$ cat src/rtl/mem_bus_if.sv
// mem_bus_if: core-side request/response and external bus signals of the memory bridge
interface mem_bus_if;
    logic        req;
    logic        is_fetch;
    logic [31:0] adr;
    logic [31:0] wdata;
    logic        mem_write;
    logic [2:0]  funct3;
    logic [31:0] rdata;
    logic        stall;
    logic        access_err;
    logic [1:0]  err_cause;
    logic        bus_valid;
    logic [31:0] bus_addr;
    logic [31:0] bus_wdata;
    logic [3:0]  bus_be;
    logic        bus_we;
    logic        bus_ready;
    logic [31:0] bus_rdata;
    modport slave (
        input  req, is_fetch, adr, wdata, mem_write, funct3, bus_ready, bus_rdata,
        output rdata, stall, access_err, err_cause, bus_valid, bus_addr, bus_wdata, bus_be, bus_we
    );
    modport master (
        output req, is_fetch, adr, wdata, mem_write, funct3, bus_ready, bus_rdata,
        input  rdata, stall, access_err, err_cause, bus_valid, bus_addr, bus_wdata, bus_be, bus_we
    );
endinterface

$ cat src/rtl/mem_bus_bridge.sv
// mem_bus_bridge: turns single-cycle core memory requests into handshaked bus accesses
module mem_bus_bridge #(
    parameter int TIMEOUT_CYCLES = 255,
    parameter int CNT_WIDTH      = 8
) (
    input logic      clk,
    input logic      rst_n,
    mem_bus_if.slave mb
);
    typedef enum logic [1:0] {IDLE, BUS, DONE} state_t;
    state_t               state_q, state_d;
    logic [CNT_WIDTH-1:0] cnt_q, cnt_d;
    logic [2:0]           f3_q, f3_d;
    logic [1:0]           lo_q, lo_d;
    logic [31:0]          rdata_q, rdata_d, bus_addr_q, bus_addr_d, bus_wdata_q, bus_wdata_d;
    logic [3:0]           bus_be_q, bus_be_d;
    logic                 bus_valid_q, bus_valid_d, bus_we_q, bus_we_d, access_err_q, access_err_d;
    logic [1:0]           err_cause_q, err_cause_d;
    logic [2:0]           f3;
    logic                 illegal, misaligned, timeout;
    logic [1:0]           cause;
    logic [31:0]          shifted, ext;
    // request decode: fetches behave as lw; illegal funct3 outranks misalignment
    always_comb begin
        f3         = mb.is_fetch ? 3'b010 : mb.funct3;
        illegal    = !mb.is_fetch && ((mb.funct3[1:0] == 2'b11) || (mb.funct3[2] && (mb.mem_write || mb.funct3[1])));
        misaligned = (f3[1:0] == 2'b01 && mb.adr[0]) || (f3[1:0] == 2'b10 && mb.adr[1:0] != 2'b00);
        cause      = illegal ? 2'b10 : misaligned ? 2'b01 : 2'b00;
    end
    // lane select and extension of the returned word; timeout when this idle cycle is the last allowed
    always_comb begin
        shifted = mb.bus_rdata >> {lo_q, 3'b000};
        ext     = f3_q[1:0] == 2'b00 ? {{24{~f3_q[2] & shifted[7]}}, shifted[7:0]} :
                  f3_q[1:0] == 2'b01 ? {{16{~f3_q[2] & shifted[15]}}, shifted[15:0]} : mb.bus_rdata;
        timeout = !mb.bus_ready && cnt_q == CNT_WIDTH'(TIMEOUT_CYCLES - 1);
    end
    // next-state and next-output computation for the IDLE/BUS/DONE sequence
    always_comb begin
        state_d      = state_q;
        cnt_d        = cnt_q;
        f3_d         = f3_q;
        lo_d         = lo_q;
        rdata_d      = rdata_q;
        bus_addr_d   = bus_addr_q;
        bus_wdata_d  = bus_wdata_q;
        bus_be_d     = bus_be_q;
        bus_valid_d  = bus_valid_q;
        bus_we_d     = bus_we_q;
        access_err_d = 1'b0;
        err_cause_d  = 2'b00;
        case (state_q)
            IDLE: if (mb.req) begin
                f3_d         = f3;
                lo_d         = mb.adr[1:0];
                cnt_d        = '0;
                bus_addr_d   = {mb.adr[31:2], 2'b00};
                bus_we_d     = mb.mem_write && cause == 2'b00;
                bus_be_d     = !mb.mem_write ? 4'b1111 :
                               f3[1:0] == 2'b00 ? 4'b0001 << mb.adr[1:0] :
                               f3[1:0] == 2'b01 ? (mb.adr[1] ? 4'b1100 : 4'b0011) : 4'b1111;
                bus_wdata_d  = f3[1:0] == 2'b00 ? {4{mb.wdata[7:0]}} :
                               f3[1:0] == 2'b01 ? {2{mb.wdata[15:0]}} : mb.wdata;
                bus_valid_d  = cause == 2'b00;
                state_d      = cause == 2'b00 ? BUS : DONE;
                access_err_d = cause != 2'b00;
                err_cause_d  = cause;
                rdata_d      = cause != 2'b00 ? '0 : rdata_q;
            end
            BUS: begin
                cnt_d = mb.bus_ready ? cnt_q : cnt_q + 1'b1;
                if (mb.bus_ready || timeout) begin
                    state_d      = DONE;
                    bus_valid_d  = 1'b0;
                    bus_we_d     = 1'b0;
                    access_err_d = !mb.bus_ready;
                    err_cause_d  = mb.bus_ready ? 2'b00 : 2'b11;
                    rdata_d      = !mb.bus_ready ? '0 : bus_we_q ? rdata_q : ext;
                end
            end
            default: state_d = IDLE;
        endcase
    end
    // state and registered outputs, cleared asynchronously
    always_ff @(posedge clk or negedge rst_n) begin
        if (!rst_n) begin
            state_q      <= IDLE;
            cnt_q        <= '0;
            f3_q         <= '0;
            lo_q         <= '0;
            rdata_q      <= '0;
            bus_addr_q   <= '0;
            bus_wdata_q  <= '0;
            bus_be_q     <= '0;
            bus_valid_q  <= 1'b0;
            bus_we_q     <= 1'b0;
            access_err_q <= 1'b0;
            err_cause_q  <= 2'b00;
        end else begin
            state_q      <= state_d;
            cnt_q        <= cnt_d;
            f3_q         <= f3_d;
            lo_q         <= lo_d;
            rdata_q      <= rdata_d;
            bus_addr_q   <= bus_addr_d;
            bus_wdata_q  <= bus_wdata_d;
            bus_be_q     <= bus_be_d;
            bus_valid_q  <= bus_valid_d;
            bus_we_q     <= bus_we_d;
            access_err_q <= access_err_d;
            err_cause_q  <= err_cause_d;
        end
    end
    assign mb.rdata      = rdata_q;
    assign mb.bus_addr   = bus_addr_q;
    assign mb.bus_wdata  = bus_wdata_q;
    assign mb.bus_be     = bus_be_q;
    assign mb.bus_valid  = bus_valid_q;
    assign mb.bus_we     = bus_we_q;
    assign mb.access_err = access_err_q;
    assign mb.err_cause  = err_cause_q;
    assign mb.stall      = rst_n && (state_q == IDLE ? mb.req : state_q == BUS);
endmodule

$ cat src/flat_wrapper.sv
// flat-port wrapper written by rule: the top's interface ports become plain ports
module mem_bus_bridge_flat 
#(
    parameter int TIMEOUT_CYCLES = 255,
    parameter int CNT_WIDTH      = 8
)
  (clk, rst_n, mb_req, mb_is_fetch, mb_adr, mb_wdata, mb_mem_write, mb_funct3, mb_bus_ready, mb_bus_rdata, mb_rdata, mb_stall, mb_access_err, mb_err_cause, mb_bus_valid, mb_bus_addr, mb_bus_wdata, mb_bus_be, mb_bus_we);
  mem_bus_if mb_i ();
  input logic clk;
  input logic rst_n;
  input wire logic [$bits(mb_i.req)-1:0] mb_req;
  input wire logic [$bits(mb_i.is_fetch)-1:0] mb_is_fetch;
  input wire logic [$bits(mb_i.adr)-1:0] mb_adr;
  input wire logic [$bits(mb_i.wdata)-1:0] mb_wdata;
  input wire logic [$bits(mb_i.mem_write)-1:0] mb_mem_write;
  input wire logic [$bits(mb_i.funct3)-1:0] mb_funct3;
  input wire logic [$bits(mb_i.bus_ready)-1:0] mb_bus_ready;
  input wire logic [$bits(mb_i.bus_rdata)-1:0] mb_bus_rdata;
  output wire logic [$bits(mb_i.rdata)-1:0] mb_rdata;
  output wire logic [$bits(mb_i.stall)-1:0] mb_stall;
  output wire logic [$bits(mb_i.access_err)-1:0] mb_access_err;
  output wire logic [$bits(mb_i.err_cause)-1:0] mb_err_cause;
  output wire logic [$bits(mb_i.bus_valid)-1:0] mb_bus_valid;
  output wire logic [$bits(mb_i.bus_addr)-1:0] mb_bus_addr;
  output wire logic [$bits(mb_i.bus_wdata)-1:0] mb_bus_wdata;
  output wire logic [$bits(mb_i.bus_be)-1:0] mb_bus_be;
  output wire logic [$bits(mb_i.bus_we)-1:0] mb_bus_we;
  assign mb_i.req = mb_req;
  assign mb_i.is_fetch = mb_is_fetch;
  assign mb_i.adr = mb_adr;
  assign mb_i.wdata = mb_wdata;
  assign mb_i.mem_write = mb_mem_write;
  assign mb_i.funct3 = mb_funct3;
  assign mb_i.bus_ready = mb_bus_ready;
  assign mb_i.bus_rdata = mb_bus_rdata;
  assign mb_rdata = mb_i.rdata;
  assign mb_stall = mb_i.stall;
  assign mb_access_err = mb_i.access_err;
  assign mb_err_cause = mb_i.err_cause;
  assign mb_bus_valid = mb_i.bus_valid;
  assign mb_bus_addr = mb_i.bus_addr;
  assign mb_bus_wdata = mb_i.bus_wdata;
  assign mb_bus_be = mb_i.bus_be;
  assign mb_bus_we = mb_i.bus_we;
  mem_bus_bridge #(.TIMEOUT_CYCLES(TIMEOUT_CYCLES), .CNT_WIDTH(CNT_WIDTH)) u_core (.clk(clk), .rst_n(rst_n), .mb(mb_i));
endmodule
$ cat config.mk
export PLATFORM = sky130hd
export DESIGN_NAME = mem_bus_bridge_flat
export DESIGN_NICKNAME = d
export VERILOG_FILES = /design/src/rtl/mem_bus_if.sv /design/src/rtl/mem_bus_bridge.sv /design/src/flat_wrapper.sv
export SDC_FILE = /design/constraint.sdc
export NUM_CORES = 1
export LEC_CHECK = 0
export BUFFER_PORTS_ARGS = -buffer_cell sky130_fd_sc_hd__buf_4
export CORE_MARGIN = 5
export CORE_UTILIZATION = 55
export CTS_BUF_LIST = sky130_fd_sc_hd__clkbuf_8
export DETAILED_ROUTE_END_ITERATION = 6
export GPL_TIMING_DRIVEN = 0
export HOLD_SLACK_MARGIN = 0.03
export PLACE_DENSITY = 0.88
export SYNTH_ARGS = -nofsm -noshare
export SYNTH_HDL_FRONTEND = slang
export SYNTH_SLANG_ARGS = --single-unit
$ cat constraint.sdc
create_clock -name clk -period 3.55 [get_ports clk]
set_input_delay 0.1775 -clock clk [delete_from_list [all_inputs] [get_ports clk]]
set_output_delay 0.1775 -clock clk [all_outputs]
set_load 0.01 [all_outputs]
# Word level (Yosys, flattened, before mapping)
# Cells that the tools add are included.
dict set report totals {
  elab_cells 91
  reg_bits 118
  in_bits 105
  out_inout_bits 106
}
dict set report classes {
  n_reduce_logical 25
  n_mux 37
  n_shift 2
  eq_ne 11
  addsub 1
  bitwise_logic 3
}
# op count
set op_table {}
lappend op_table {{$mux 32} 9}
lappend op_table {{$pmux 32 s2} 1}
lappend op_table {{$shr 32x5->16} 1}
lappend op_table {{$mux 4} 4}
lappend op_table {{$mux 8} 2}
lappend op_table {{$pmux 8 s2} 1}
lappend op_table {{$mux 2} 7}
lappend op_table {{$add 8x1->8 const B} 1}
lappend op_table {{$eq 8x8->1 const B} 1}
lappend op_table {{$logic_not 2->1} 4}
lappend op_table {{$pmux 2 s2} 2}
lappend op_table {{$logic_and 1x1->1} 7}
lappend op_table {{$mux 1} 7}
lappend op_table {{$eq 2x1->1 const B} 3}
lappend op_table {{$pmux 1 s2} 3}
lappend op_table {{$reduce_and 3->1} 2}
lappend op_table {{$reduce_bool 2->1} 3}
lappend op_table {{$reduce_and 5->1} 1}
lappend op_table {{$eq 2x2->1 const B} 2}
lappend op_table {{$logic_or 1x1->1} 4}
lappend op_table {{$ne 2x1->1 const B} 2}
lappend op_table {{$ne 2x2->1 const B} 2}
lappend op_table {{$reduce_and 2->1} 2}
lappend op_table {{$shl 1x2->4 const A} 1}
lappend op_table {{other kinds (5)} 7}

# Logic depth before layout (Yosys ltp)
# Gate-level depths: netlist of the first run.
dict set report logic_depth {
  depth_word 10
  mapped_depth 8
  mapped_depth_nobuf 7
}

# Worst setup path after synthesis of the first run
# No wires, ideal clock.
dict set report synth_path {
  kind {register -> register}
  start {reg u_core.lo_q[0]}
  end {reg u_core.rdata_q[23] (netlist: u_core.mb.rdata[23])}
  t_required_ns 3.425
  setup_time_ns 0.125
  synth_period_minus_slack_ns 1.863
  t_arrival_ns 1.738
  path_stages_with_launch 7
  n_path_buf 2
  setup_slack_ns 1.687
  cell_sequence {dfrtp_1 > buf_2 > mux4_2 > o2111ai_4 > buf_6 > a21oi_1 > mux2_2}
}
dict set report synth_between {
  elab_chain_cells 8
  elab_cells_between_ends 9
  classes_between {1 x shift; 6 x mux; 2 x bitwise}
}
# element line
set synth_lines {}
lappend synth_lines {{start: declaration} mem_bus_bridge.sv:14} ;# logic [1:0] lo_q, lo_d;
lappend synth_lines {{start signal: assignment} mem_bus_bridge.sv:102} ;# lo_q <= lo_d;
lappend synth_lines {{$shr 32x5->16 *} mem_bus_bridge.sv:32} ;# shifted = mb.bus_rdata >> {lo_q, 3'b000};
lappend synth_lines {{$and 1x1->1} mem_bus_bridge.sv:34} ;# f3_q[1:0] == 2'b01 ? {{16{~f3_q[2] & shifted[15]}}, shifted[15:0]} : mb.bus_rdata;
lappend synth_lines {{$mux 32} mem_bus_bridge.sv:34}
lappend synth_lines {{$mux 32 *} mem_bus_bridge.sv:33} ;# ext = f3_q[1:0] == 2'b00 ? {{24{~f3_q[2] & shifted[7]}}, shifted[7:0]} :
lappend synth_lines {{$mux 32 * (2 in a row)} mem_bus_bridge.sv:77} ;# rdata_d = !mb.bus_ready ? '0 : bus_we_q ? rdata_q : ext;
lappend synth_lines {{$mux 32 *} mem_bus_bridge.sv:71} ;# if (mb.bus_ready || timeout) begin
lappend synth_lines {{$pmux 32 s2 *} mem_bus_bridge.sv:51} ;# case (state_q)
lappend synth_lines {{end signal: assignment} mem_bus_bridge.sv:103} ;# rdata_q <= rdata_d;
lappend synth_lines {{end: declaration} mem_bus_bridge.sv:15} ;# logic [31:0] rdata_q, rdata_d, bus_addr_q, bus_addr_d, bus_wdata_q, bus_wdata_d;
# Every way passes the cells marked *; elsewhere a longest branch is shown, timed or not. The select of a mux whose other input is x is not followed.
# A chain may end at the register's enable or synchronous reset.

# Worst setup path in the final report of the first run
dict set report layout_path {
  start {reg u_core.state_q[0]}
  end {reg u_core.bus_wdata_q[20] (netlist: u_core.mb.bus_wdata[20])}
}
dict set report layout_between {
  elab_chain_cells 2
}
# element line
set layout_lines {}
lappend layout_lines {{start: declaration} mem_bus_bridge.sv:11} ;# state_t state_q, state_d;
lappend layout_lines {{start signal: assignment} mem_bus_bridge.sv:99} ;# state_q <= state_d;
lappend layout_lines {{$logic_not 2->1} mem_bus_bridge.sv:51}
lappend layout_lines {{$reduce_and 2->1 (no line)} -}
lappend layout_lines {{end signal: assignment} mem_bus_bridge.sv:105} ;# bus_wdata_q <= bus_wdata_d;
lappend layout_lines {{end: declaration} mem_bus_bridge.sv:15}
# Every way passes these cells.

==> impl_summary.md, run 1 <==
Placed design
Prior to clock tree synthesis, the placed netlist has a worst setup slack of 1200 ps. The placed wire-length estimate is 14100 um. The number of input and output port buffers inserted is 207. The routability congestion estimate from global placement is 0.880.

Setup path
The critical path ends at u_core.mb.bus_wdata[20]. Walking the worst path, the cells encountered are buf_4 > nor2_1 > and2_1 > clkbuf_1 > buf_2 > buf_1 > a21oi_1. Among all stages on the critical path, the largest delay is contributed by sky130_fd_sc_hd__buf_1. The reg-to-reg endpoint is u_core.mb.bus_wdata[20]. In this run the number of cells on the critical path is 7.

The worst setup path is captured at a flip-flop. For this run, the slowest stage of the critical path takes 490 ps. The worst setup path is launched from a flip-flop. In this run the worst setup path begins at u_core.state_q[0]. Data on the critical path is required at its endpoint by 3810 ps. The critical path's top delay family is buffers and inverters. The critical path in this run is classified as reg -> reg.

Data on the critical path arrives at its endpoint at 2800 ps. In this run the register-to-register setup slack is 1010 ps. The length in cells of the worst reg-to-reg path is 7. The combined buffer and inverter count along the critical path is 4. The worst register-to-register path begins at u_core.state_q[0]. Of all nets on the critical path, the largest fanout is 10.

Cells and area
From synthesis to final layout, the design area changed by 44.6%. In the final design database the tool counted 992 nets. The number of antenna diodes in the final layout is 0. For this run, the share of the core covered by cells in the final layout is 80.8%. The share of post-route cells with drive strength above 1 is 30.7%. The layout has 640 filler cells.

Logic synthesis
The number of distinct library cells after synthesis is 49. In this run the biggest area consumer among cell types represents 51.4% of the synthesized area. The commonest register cell after synthesis is sky130_fd_sc_hd__dfrtp_1. Sorting the synthesized cells by how often they occur yields sky130_fd_sc_hd__nand2_1, sky130_fd_sc_hd__dfrtp_1, sky130_fd_sc_hd__nor2_1. The synthesized-area fraction occupied by ao, oa, aoi and oai cells is 13.4%. By area, the combinational part of the netlist is dominated by simple AND/OR/NAND/NOR gates. The cell count after synthesis is 614.

For this run, the register share of the synthesized area comes to 51.4%. After Yosys synthesis, XOR and XNOR cells account for 0.610% of the synthesized area. Of all cell types, the one taking the most synthesized area is sky130_fd_sc_hd__dfrtp_1.

Dividing the synthesized area by the synthesized cell count gives 9.36 um^2. Among all cell types in the netlist, the one instantiated most often is sky130_fd_sc_hd__nand2_1. The count of warnings emitted by yosys is 0.

The mux share of post-synthesis cell area is 10.8%. After Yosys synthesis, full adders, half adders and majority gates account for 0.436% of the synthesized area. The async set or reset register ratio after synthesis is 100%. The basic-gate share of the synthesized area counting and, or, nand and nor cells is 18.1%. Counting flops with a built-in enable in the synthesized netlist gives 0. The flip-flop and latch count after synthesis is 118. Ranked by total cell area, the synthesized netlist is headed by sky130_fd_sc_hd__dfrtp_1, sky130_fd_sc_hd__nand2_1, sky130_fd_sc_hd__mux2i_1, sky130_fd_sc_hd__a21oi_1, sky130_fd_sc_hd__mux2_2. The post-synth design cell area is 5740 um^2.

Timing
The number of pins with negative max-slew slack in the final report is 0. The worst slew slack as a fraction of its limit is 34.9%. The worst path setup slack after routing is 1010 ps. The number of hold violations in the final report is 0. The number of setup violations in the final report is 0. The worst clock skew is 9.93 ps. The slew at the pin closest to its max-slew limit is 971 ps. Setup repair after global routing left no endpoint under its margin. The time the final worst path needs with I/O delays and setup is 2540 ps. The maximum operating frequency is 394 MHz. The final cycle utilization of the critical path is 71.5%. The final-layout setup total negative slack is 0 ps.

Clock network
The clock root buffer master is sky130_fd_sc_hd__clkbuf_8. For this design, the sink count on the clock tree is 118. The number of buffers added for setup after CTS is 0.

The CTS clock-pin slew for the worst setup and hold paths is 70 ps. The maximum count of clock buffers along a single path is 2. TritonCTS built the clock tree. The clock insertion delay at the later pin of the skew report is 420 ps. The clock tree synthesis step divided the H-tree into 4 levels. In this run, CTS created clock tree buffers numbering 17.

Global routing
The global router's overall resource usage is 33.3%. The first global-routing pass estimated 33300 um of wire. The maximum number of pins on one net before global-route repair is 80. The via count of the first global-routing pass came to 6332. After global routing the overflow that remains totals 0. The number of antenna violations at the first check in global routing is 0.

Route
The routed wire length is 21000 um. After detailed routing, the number of vias per cell comes to 5.82. In this run the remaining antenna-violating nets after routing total 0. The iteration count of the initial detailed-routing pass is 6. The residual DRC count is 0. The average wire per standard cell is 20.3 um. The routed layout has 6017 vias.

The DRC violation total after the first TritonRoute iteration is 451.

Pwr
The analysis attributes to cell leakage a power of 4.24 nW. The cell area power density is 590 nW/um^2. The maximum vdd ir drop is 402 uV.

Flow run
Max-cap violations in this run came to 0.

Floorplan
The die is 112 um wide. The area enclosed by the die boundary is 12600 um^2. The number of primary I/O pins is 211. The initialized floorplan defines 37 standard-cell rows. The height of the die is 112 um. For this configuration, the core starts out at a cell density of 55.9%. The core area is 10300 um^2.

Hold path
The worst min-delay path class is in -> reg. The number of cells on the worst hold path is 3.

Outcome
The run finished with clean final reports.
-- flip-flops by register name (all words and copies together) (netlist names), 2 cells and up --
register	flops
u_core.cnt_q	8
u_core.f3_q	3
u_core.lo_q	2
u_core.mb.bus_addr	30
u_core.mb.bus_be	4
u_core.mb.bus_wdata	32
u_core.mb.err_cause	2
u_core.mb.rdata	32
u_core.state_q	2
-- worst min path at each step --
stage | startpoint | end | slack (ps)
floorplan | rst_n | u_core.cnt_q[0] | -120
global placement | mb_adr[8] | u_core.mb.bus_addr[8] | 370
detailed placement | rst_n | u_core.cnt_q[6] | 120
CTS | mb_wdata[17] | u_core.mb.bus_wdata[17] | 50
global route | mb_is_fetch | u_core.f3_q[2] | 60
finish | mb_wdata[17] | u_core.mb.bus_wdata[17] | 70
-- final cells by class --
| class | instances | area, um^2 | share of cell area (%) |
|---|---|---|---|
| plain buffers | 39 | 195 | 2.35 |
| flip-flops and latches | 118 | 2950 | 35.5 |
| repair buffers | 251 | 2020 | 24.3 |
| clock buffers | 19 | 262 | 3.15 |
| clock inverters | 12 | 113 | 1.36 |
| multi-input cells | 432 | 2500 | 30.1 |
| well taps | 136 | 170 | 2.05 |
| inverters | 26 | 97.6 | 1.17 |
-- layer usage --
metal	up-vias	part of all wire (%)	wire length [um]	track usage, %
li1	2605	-	-	-
met1	2884	36	7470	38.1
met2	440	49	10300	57.3
met3	88	11	2400	11.6
met4	0	3.8	797	13.0
met5	-	0	0	0
-- cells in the final DEF, fill, tap and decap left out, types with 19 or more instances in the layout --
cell type	count
sky130_fd_sc_hd__a21oi_1	42
sky130_fd_sc_hd__buf_4	209
sky130_fd_sc_hd__clkbuf_1	23
sky130_fd_sc_hd__clkbuf_8	19
sky130_fd_sc_hd__dfrtp_1	118
sky130_fd_sc_hd__dlygate4sd3_1	43
sky130_fd_sc_hd__inv_1	28
sky130_fd_sc_hd__mux2i_1	33
sky130_fd_sc_hd__nand2_1	157
sky130_fd_sc_hd__nor2_1	47
sky130_fd_sc_hd__o21ai_0	30
-- worst reg2reg max path, delay by kind of cell (launching register included) --
kind                   cells  cell delay, ps
and+or+nand+nor            2             350
buffers and inverters      4            1500
DFF                        1             370
AOI/OAI and AO/OA          1             170
-- timing repair --
item,in CTS,in global routing
hold buffers,43,0
hold endpoints to repair,81,0
gates resized for setup,0,0
-- metrics by stage --
step	cells	power, mW	cell area, um^2	hold slack, ps
detailed placement	959	3.62	7500	116
global route	1033	5.15	8310	63.9
finish	1033	4.90	8310	66.2
CTS	1033	4.83	8310	47.5
floorplan	615	2.72	5750	-118
global placement	958	3.55	7470	368
-- power breakdown --
part / leakage [nW] / switching (mW) / internal (mW)
Combinational: 2.55 / 1.03 / 0.808
Clock: 0.199 / 0.523 / 0.644
Sequential: 1.49 / 0.230 / 1.67
Total: 4.24 / 1.78 / 3.12
-- kinds of logic after synthesis --
logic type	after synthesis
flops	118
compound gates	119
buf+inv	65
fa+ha+maj	2
xor+xnor	4
simple gates	247
mux	58
other cells	1
(Power assumes the default switching activity.)
==> run 2, diff against run 1 <==
CORE_UTILIZATION = 46   (was 55)
PLACE_DENSITY = 0.78   (was 0.88)
clock period = 2.3 ns   (was 3.55 ns; I/O delays follow)
==> run 2 against run 1 <==
  * Final cell count is 6.0% higher
  * Clock skew hardly changed
  * Largest power group unchanged
  * Critical path depth is 1 lower
  * Flip-flop and latch count is the same
  * Via count shrank 3.9%
  * Clock-buffer cell count rose by 1
  * Hold slack worse by 7.4 ps
  * Cell area is 5.3% higher
  * Register-to-register slack lost 880 ps
  * Die area increased by 18%
  * Global-route usage down 5.9 points
  * First-iteration DRC count rose by 6.4%
  * Largest cell class unchanged
==> impl_summary.md, run 2 (synthesized netlist as in run 1, its figures left out) <==
Setup path
The critical path is of the reg -> reg type. The data required time at the worst endpoint was 2680 ps (-1130 ps). The critical path capture point type is a flip-flop. The worst setup path is launched from a flip-flop. The peak fanout along the critical path came to 10 (unchanged).

The data arrival time of the critical path is 2550 ps (-250 ps).

Cells and area
The post-synthesis to final-layout area growth is 52.3%. The area used by multi-input combinational logic was 2500 um^2 (unchanged). The library cell used most frequently in the layout, excluding fill and tap cells, is sky130_fd_sc_hd__buf_4. The storage element area is 2950 um^2 (unchanged). The top cell types in the final layout, fill and taps aside, are sky130_fd_sc_hd__buf_4, sky130_fd_sc_hd__nand2_1, sky130_fd_sc_hd__dfrtp_1. The number of nets in the layout came to 1021 (+2.9%). The share of post-route cells with drive strength above 1 came to 30.1% (-0.56 points).

The number of antenna repair diodes came to 0 (unchanged). The number of fill cells in the layout is 898 (+40%). The final instance area was 8750 um^2 (+5.3%).

Route
The average wire per standard cell came to 18.2 um (-10%). The DRC violation total after the first TritonRoute iteration came to 480 (+6.4%). The count of antenna-violating nets left after detailed routing is 0 (unchanged).

The post-detailed-route via-to-cell ratio is 5.28 (-9.3%). The overall via count from detail_route came to 5784 (-3.9%). The routed wire length is 20000 um (-4.9%). The iteration count of the initial detailed-routing pass is 4 (-2). The residual DRC count is 0 (unchanged).

Global routing
The met3 usage in global routing is 9.15% (-2.5 points). The maximum number of pins on one net before global-route repair came to 85 (+6.3%). The via count of the first global-routing pass is 6034 (-4.7%).

The routing usage on met2 is 46.4% (-11 points). The met1 track demand over resource in global routing came to 32.2% (-5.9 points). The number of antenna violations at the first check in global routing was 0 (unchanged). The global routing stage identified its most utilized layer as met2. The global-route wire length before repair is 31400 um (-5.7%). The aggregate global routing overflow is 0 (unchanged). The global router's overall resource usage is 27.4% (-5.9 points).

Floorplan
The total number of placement rows is 40 (+8.1%). The starting utilization of the core area is 47.4% (-8.5 points). The number of primary I/O pins is 211 (unchanged). The core area is 12100 um^2 (+18%). The area enclosed by the die boundary is 14800 um^2 (+18%).

The die boundary width is 122 um (+8.5%). The height of the die is 122 um (+8.5%).

Clock network
The maximum level of the CTS H-tree came to 4 (unchanged). TritonCTS built the clock tree. The clock sink count came to 118 (unchanged). The clock insertion delay at the later pin of the skew report came to 440 ps (+20 ps). The CTS clock-pin slew for the worst setup and hold paths is 80 ps (about the same). The number of buffers created by CTS came to 17 (unchanged). The number of buffers added for setup after CTS is 0 (unchanged). The tree is rooted in a sky130_fd_sc_hd__clkbuf_8. The maximum count of clock buffers along a single path is 2 (unchanged).

Timing
The worst clock skew came to 10.1 ps (+0.177 ps). Setup repair after global routing left no endpoint under its margin. The number of pins with negative max-slew slack in the final report is 0 (unchanged). The slew at the pin closest to its max-slew limit is 905 ps (-65.6 ps). The number of setup violations in the final report came to 0 (unchanged). The time the final worst path needs with I/O delays and setup was 2170 ps (-370 ps).

The number of hold violations in the final report was 0 (unchanged). The maximum operating frequency is 461 MHz (+17%). The worst slew slack as a fraction of its limit is 39.3% (+4.4 points). The worst path setup slack after routing was 130 ps (-880 ps). The final cycle utilization of the critical path is 94.3% (+23 points).

Placed design
The placement-stage cell area is 7540 um^2 (+0.53%). The worst setup timing slack at the placement stage is -45.9 ps (-1250 ps). The number of input and output port buffers inserted is 207 (unchanged). The placed wire-length estimate is 13900 um (-1.6%). The routability congestion estimate from global placement is 0.930 (+5.7%).

Pwr
The combinational share of power is 35.4% (-2.0 points). The total net switching power was 2.72 mW (+53%). The maximum vdd ir drop came to 524 uV (+30%). The net switching fraction of the power was 34.2% (-2.1 points).

The cell area power density was 908 nW/um^2 (+54%). The internal power consumption is 5.23 mW (+68%). The overall power of the completed layout is 7.94 mW (+62%).

The fraction of power consumed by sequential logic is 36.5% (-2.3 points). The clock network power share is 28.1% (+4.3 points). The leakage dissipation came to 4.39 nW (+3.7%).

Flow run
The count of maximum capacitance violations is 0 (unchanged).

Hold path
The worst min-delay path class is in -> reg.

Outcome
The run finished with clean final reports.
==> run 2: cell types whose count changed in the layout (fill, tap and decap cells not counted), sizes merged <==
cell         previous run  this run
bufinv                  2         5
clkbuf                 42        44
inv                    28        26
clkinv                  6         3
dlygate4sd3            43        73
clkinvlp                2         4
buf                   224       222
==> run 2: worst paths after layout <==
kind	start	slack, ps	endpoint	cells past startpoint
worst max-delay path	u_core.lo_q[1]	130	u_core.mb.rdata[12]	6
worst min-delay path	mb_bus_rdata[2]	60	u_core.mb.rdata[2]	3
worst max register to register	u_core.lo_q[1]	130	u_core.mb.rdata[12]	6
worst min register to register	u_core.mb.bus_addr[12]	480	u_core.mb.bus_addr[12]	2
max in group asynchronous	rst_n	1430	u_core.mb.bus_addr[13]	3
min in group asynchronous	rst_n	140	u_core.mb.rdata[9]	2
==> run 2: area by class of cell <==
class	instances	area share [%]
multi-input cells	432	28.6
repair buffers	281	26.5
clock inverters	12	2.27
flip-flops and latches	118	33.8
well taps	168	2.40
plain buffers	38	2.23
inverters	26	1.12
clock buffers	20	3.15
==> run 2: metal layers <==
| layer | vias to the layer above | part of all wire (%) |
|---|---|---|
| li1 | 2675 | - |
| met1 | 2770 | 39 |
| met2 | 282 | 50 |
| met3 | 57 | 8.5 |
| met4 | 0 | 2.8 |
| met5 | - | 0 |
==> run 2: through the flow <==
step | hold WS, ps | instances | util, % | TNS (ps)
detailed placement | 36.0 | 991 | 62.3 | -105
CTS | 31.2 | 1095 | 72.2 | 0
finish | 58.8 | 1095 | 72.2 | 0
floorplan | -181 | 615 | - | 0
global placement | 305 | 990 | 62.0 | 0
global route | 52.1 | 1095 | 72.2 | 0
==> run 2: timing repair <==
item / 4_1_cts / 5_1_grt
endpoints found under the hold margin: 197 / 0
hold buffers: 73 / 0
endpoints found under the setup margin: 10 / 3
pin swaps: 0 / 0
gates resized for setup: 0 / 3
==> run 2: power by group through the flow <==
| stage | Combinational, mW | Clock [mW] | Sequential, mW |
|---|---|---|---|
| floorplan | 1.10 | 0 | 3.09 |
| global placement | 2.61 | 0 | 2.89 |
| global route | 3.05 | 2.38 | 2.96 |
| CTS | 2.77 | 2.28 | 2.89 |
| finish | 2.81 | 2.23 | 2.90 |
| detailed placement | 2.67 | 0 | 2.92 |
==> run 2: worst max-delay path, stage by stage, from the launching register on <==
cell,delay [ps]
sky130_fd_sc_hd__dfrtp_1,320
sky130_fd_sc_hd__clkbuf_1,310
sky130_fd_sc_hd__nor2b_1,290
sky130_fd_sc_hd__clkbuf_1,450
sky130_fd_sc_hd__a221oi_1,150
sky130_fd_sc_hd__o31ai_1,370
sky130_fd_sc_hd__mux2_2,210
